==> src/rtl/pc_control.sv <==
// Program-counter sequencer: IDLE/RUN/STEP/HALT control, stall handling and a saturating run-cycle counter.
// Optional alignment trap on advance is enabled by defining PC_ALIGN_CHECK_EN.
module pc_control #(
  parameter int unsigned        nbits    = 32,
  parameter logic [nbits-1:0]   RESET_PC = '0
) (
  input  logic             clk,
  input  logic             rst_n,
  input  logic [nbits-1:0] pc_next,
  input  logic             start,
  input  logic             step,
  input  logic             stall,
  input  logic             halt_instr,
  input  logic             clear,
  output logic [nbits-1:0] pc,
  output logic [nbits-1:0] pc_plus4,
  output logic             running,
  output logic             halted,
  output logic [31:0]      cycle_count,
  output logic             misaligned
);

  typedef enum logic [1:0] {
    IDLE = 2'd0,
    RUN  = 2'd1,
    STEP = 2'd2,
    HALT = 2'd3
  } state_t;

  state_t state_q;
  state_t state_d;
  logic   active;
  logic   advance;
  logic   pc_load;
  logic   bad_target;

  function automatic logic [31:0] sat_inc(input logic [31:0] v);
    return (v == 32'hFFFF_FFFF) ? v : v + 32'd1;
  endfunction

  assign active  = (state_q == RUN) || (state_q == STEP);
  assign advance = active && !stall && !halt_instr;

`ifdef PC_ALIGN_CHECK_EN
  logic misalign_set;
  logic misaligned_q;
  assign bad_target   = (pc_next[1:0] != 2'b00);
  assign misalign_set = advance && bad_target && !clear;
`else
  assign bad_target = 1'b0;
`endif

  // State, PC and counter registers
  always_ff @(posedge clk or negedge rst_n) begin
    if (!rst_n) begin
      state_q     <= IDLE;
      pc          <= RESET_PC;
      cycle_count <= '0;
    end else begin
      state_q <= state_d;
      if (clear) begin
        pc          <= RESET_PC;
        cycle_count <= '0;
      end else begin
        if (pc_load) pc <= pc_next;
        if (active)  cycle_count <= sat_inc(cycle_count);
      end
    end
  end

`ifdef PC_ALIGN_CHECK_EN
  // Sticky until clear or reset; the FSM is parked in HALT meanwhile
  always_ff @(posedge clk or negedge rst_n) begin
    if (!rst_n)            misaligned_q <= 1'b0;
    else if (clear)        misaligned_q <= 1'b0;
    else if (misalign_set) misaligned_q <= 1'b1;
  end
`endif

  // Next-state and PC-load decision; halt_instr wins over stall
  always_comb begin
    state_d = state_q;
    pc_load = 1'b0;
    if (clear) begin
      state_d = IDLE;
    end else begin
      unique case (state_q)
        IDLE: begin
          if (start)     state_d = RUN;
          else if (step) state_d = STEP;
        end
        RUN: begin
          if (halt_instr) state_d = HALT;
          else if (advance) begin
            if (bad_target) state_d = HALT;
            else            pc_load = 1'b1;
          end
        end
        STEP: begin
          if (halt_instr) state_d = HALT;
          else if (advance) begin
            if (bad_target) begin
              state_d = HALT;
            end else begin
              pc_load = 1'b1;
              state_d = IDLE;
            end
          end
        end
        HALT:    state_d = HALT;
        default: state_d = IDLE;
      endcase
    end
  end

  // Outputs decoded from registered state
  always_comb begin
    pc_plus4 = pc + nbits'(4);
    running  = (state_q == RUN) || (state_q == STEP);
    halted   = (state_q == HALT);
`ifdef PC_ALIGN_CHECK_EN
    misaligned = misaligned_q;
`else
    misaligned = 1'b0;
`endif
  end

endmodule

==> config.mk <==
export PLATFORM = sky130hd
export DESIGN_NAME = pc_control
export DESIGN_NICKNAME = d
export VERILOG_FILES = /design/src/rtl/pc_control.sv
export SDC_FILE = /design/constraint.sdc
export NUM_CORES = 1
export LEC_CHECK = 0
export BUFFER_PORTS_ARGS = -buffer_cell sky130_fd_sc_hd__buf_2
export CORE_ASPECT_RATIO = 1.25
export CORE_MARGIN = 5
export CORE_UTILIZATION = 45
export CTS_CLUSTER_SIZE = 14
export DETAILED_ROUTE_END_ITERATION = 6
export PLACE_DENSITY = 0.83
export SYNTH_ARGS = -nofsm -noshare
export SYNTH_HDL_FRONTEND = slang
export SYNTH_SLANG_ARGS = --single-unit
==> constraint.sdc <==
create_clock -name clk -period 2.04 [get_ports clk]
set_input_delay 0.204 -clock clk [delete_from_list [all_inputs] [get_ports clk]]
set_output_delay 0.204 -clock clk [all_outputs]
set_load 0.005 [all_outputs]
==> impl.org <==
** Outcome
- Violations in the final reports :: negative setup slack
- The run finished, with violations left.

** Layout
- Compared with the post-synthesis result, the final layout area differs by 56.4%.
- Fraction of layout instances using a drive strength above 1 :: roughly 54%
- Nets :: 669
- Ant diodes :: 0

** Logic synthesis
- Of the post-synthesis cell area, the dominant cell type holds 44.1%.
- Number of enable-type register cells in the synthesized netlist :: 0
- Post-synthesis net count :: 430
- For this run, asynchronously set or reset flops after synthesis account for 100%.
- Number of register bits inferred by synthesis :: between 60 and 70
- By area the synthesized netlist is led by dfrtp_1, a22o_1, xnor2_1.
- Each instance of the synthesized netlist takes up on average 9.75 um2.
- Ys flop type :: dfrtp_1
- Number of warning messages in the yosys log :: 0
- Library cell with the largest summed area after synthesis :: dfrtp_1
- The synthesized netlist occupies a cell area of 3740 um2.
- Count of cell types in the netlist :: between 40 and 50
- Count of mapped cells out of synthesis :: between 300 and 400
- The share of the Yosys chip area taken by registers is about 44%.

** Clock network
- Clock tree root buffer cell :: clkbuf_8
- Clock buffers created by TritonCTS :: 9
- Clock tree from TritonCTS :: built
- Maximum clock path buffer count :: 2
- The clock drives between 60 and 70 sinks.
- The H-tree was split into 3 levels.
- Register clock-pin slew on the reported worst setup and hold paths :: roughly 0.070 ns
- Later-pin clock latency in the skew report :: 0.36 ns

** Critical path
- Worst-path maximum fanout :: 7
- The worst setup path is captured at an output pin.
- WP data required :: 1.84 ns
- STA classifies the critical path startpoint as a flip-flop.
- CP arrival :: ~2 ns
- Setup CP Type :: flip-flop to output pin

** Floorplan
- Number of cell rows :: 37
- Die height :: approximately 110 um
- The die is 91.6 um wide.
- Effective utilization at floorplan :: 45.7%
- Core box area :: 8190 um2
- Area enclosed by the die boundary :: 10300 um2
- Top Ports :: 138

** Route
- Once detail routing completed, the nets flagged for antenna violations numbered 0.
- Average via count per standard cell :: 6.00
- Final routed wirelength across all metal layers :: between 10000 and 15000 um
- The first routing iteration left between 200 and 250 violations.
- Detailed-route wire length per cell :: 19.9 um
- Number of search-and-repair iterations in the first detailed-routing pass :: 5
- Vias after detailed routing :: approximately 4400
- In the routed design, unresolved DRC markers number 0.

** STA
- Across all hold checks on the routed design, the worst slack comes to between 0.06 and 0.07 ns.
- Min Tclk post-route :: roughly 2.2 ns
- Final-report setup violation count :: 19
- Slew Limit Headroom :: 55.6%
- Worst-case clock skew :: between 0.01 and 0.015 ns
- Final clock period utilization by the worst path :: 108%
- RSZ-0062 raised after global routing :: true
- Final count of pins violating max slew :: 0
- Max Clock Freq :: ~460 MHz
- Number of hold violations in the final report :: 0
- Setup slack on the critical path of the routed design comes to -0.156 ns.
- Final sum of negative setup slack :: -1.00 ns
- For the pin with the worst max-slew slack, the measured transition is around 0.65 ns.

** Global route
- Global-route wire length before repair :: slightly above 20000 um
- In the global route stage, overall resource usage came out at 24.7%.
- The number of global-route vias before repair came to 4136.
- Entering global routing, the biggest net connects 67 pins.
- Total overflow reported by the global router :: 0
- Number of antenna violations at the first check in global routing :: 0

** Placed design
- Final weighted congestion in routability-driven placement :: 0.921
- Dpl hpwl :: slightly below 9000 um
- Port buffering added around 140 buffers.

** Power and ir drop
- Summed over all cells, the static leakage comes to just under 3 nW.
- Power spread over the standard cell area amounts to roughly 650 nW/um2.
- Worst IR Drop VDD :: roughly 430 uV

** Min path
- In this run the worst hold path is classified as input pin to flip-flop.

** Run
- # Max-Cap Violations :: 0
==> power by group <==
part	total, W	switching, W	leakage, nW	internal, W
logic	0.00119	0.000600	1.96	0.000594
registers	0.00151	0.0000989	0.905	0.00141
clock network	0.00108	0.000527	0.0958	0.000556
==> per-layer routing <==
layer / vias up / track usage (%) / wire length [um]
met4: 0 / 14.7 / 761
li1: 1899 / - / -
met2: 292 / 43.1 / 7330
met5: - / 0 / 0
met3: 70 / 5.54 / 1270
met1: 2090 / 27.1 / 5060
==> cells in the mapped netlist, types with 2 or more instances <==
| library cell | count |
|---|---|
| a211o_1 | 2 |
| xnor2_1 | 25 |
| and3_1 | 5 |
| or4_1 | 3 |
| nor4_1 | 10 |
| buf_4 | 3 |
| or3_1 | 3 |
| dfrtp_1 | 66 |
| a22o_1 | 32 |
| o31ai_1 | 2 |
| or4_2 | 2 |
| nand4b_1 | 2 |
| nor3_1 | 12 |
| o21ai_0 | 11 |
| nand2_1 | 20 |
| and2_1 | 3 |
| or3_2 | 7 |
| ha_1 | 7 |
| nor2_1 | 30 |
| mux2_2 | 5 |
| nand4_2 | 3 |
| or2_2 | 3 |
| xor2_1 | 12 |
| nand4_1 | 19 |
| inv_1 | 15 |
| clkbuf_1 | 10 |
| a21oi_1 | 20 |
| nor2b_1 | 5 |
| nand2b_1 | 2 |
| and4_1 | 4 |
| nand3_1 | 23 |
==> layout by cell type, fill, tap and decap left out, types with 3 or more instances in the layout <==
cell type,count
dfrtp_2,6
nor3_4,3
or3_2,6
nand3_2,4
nor2_1,27
and3_1,4
nor4_2,6
nand2_1,18
and4_1,3
a21oi_1,14
nand3_1,19
nor3_1,4
nor4_1,3
or4_4,5
xor2_1,12
a22o_1,32
clkinv_2,4
buf_2,136
nand4_1,19
or3_1,3
inv_1,12
mux2_2,5
o21ai_2,6
xnor2_1,24
buf_12,5
buf_6,6
dfrtp_1,60
nor2b_1,5
clkbuf_8,9
o21ai_0,4
inv_2,3
a21oi_2,6
or2_2,3
nor3_2,5
ha_1,4
buf_4,94
and2_1,3
==> path summary, 6_finish.rpt <==
kind	startpoint	to	slack (ns)	cells past startpoint
worst max-delay path	pc[7]	pc_plus4[31]	-0.16	7
worst min-delay path	pc_next[4]	pc[4]	0.07	2
worst max register to register	state_q[0]	cycle_count[30]	-0.05	7
worst min register to register	pc[0]	pc[0]	0.52	1
max in group asynchronous	rst_n	pc[3]	1.33	3
min in group asynchronous	rst_n	pc[0]	0.40	3
==> area by class of cell <==
type | count | area [um2]
Multi-Input combinational cell | 288 | 2240
Timing Repair Buffer | 243 | 1590
Clock buffer | 10 | 128
Clock inverter | 6 | 57.6
Fill cell | 539 | 2340
Sequential cell | 66 | 1660
Inverter | 15 | 56.3
Tap cell | 97 | 121
==> metrics by stage <==
step	area [um2]	setup WS [ns]	power, W	utilization [%]	cells
after floorplan	3760	0.0125	0.00197	-	384
after global placement	5120	-0.0110	0.00250	62.4	680
after detailed placement	5120	-0.0838	0.00254	62.4	680
after CTS	5520	-0.0554	0.00369	67.3	707
after global routing	5850	-0.247	0.00395	71.4	725
final	5850	-0.156	0.00379	71.4	725
==> registers in the layout, summed over array words and instances (netlist names) <==
signal	count
cycle_count	32
state_q	2
pc	32
==> worst max-delay path, cell delays in order (launching register included) <==
cell and delay (ns):
dfrtp_1 0.39, nand4_1 0.17, nor3_2 0.20, nand4_1 0.14, buf_6 0.18, nor4_4 0.22, xor2_1 0.20, buf_2 0.15
==> kinds of logic after synthesis <==
family	after synthesis	synth area share (%)
muxes	7	2.17
xor gates and xnor gates	37	8.66
adders and majority gates	7	2.34
AOI/OAI and AO/OA	76	14.7
buffers and inverters	30	3.81
other	1	0.100
and+or+nand+nor	160	24.1
DFF	66	44.1
==> timing repair <==
item	in CTS	in global routing
pin swaps	8	24
hold buffers	1	0
buffers inserted	10	17
resized for setup	28	49
gates cloned	0	1
hold endpoints to repair	66	0
setup endpoints to repair	33	44
(Power assumes the default switching activity.)
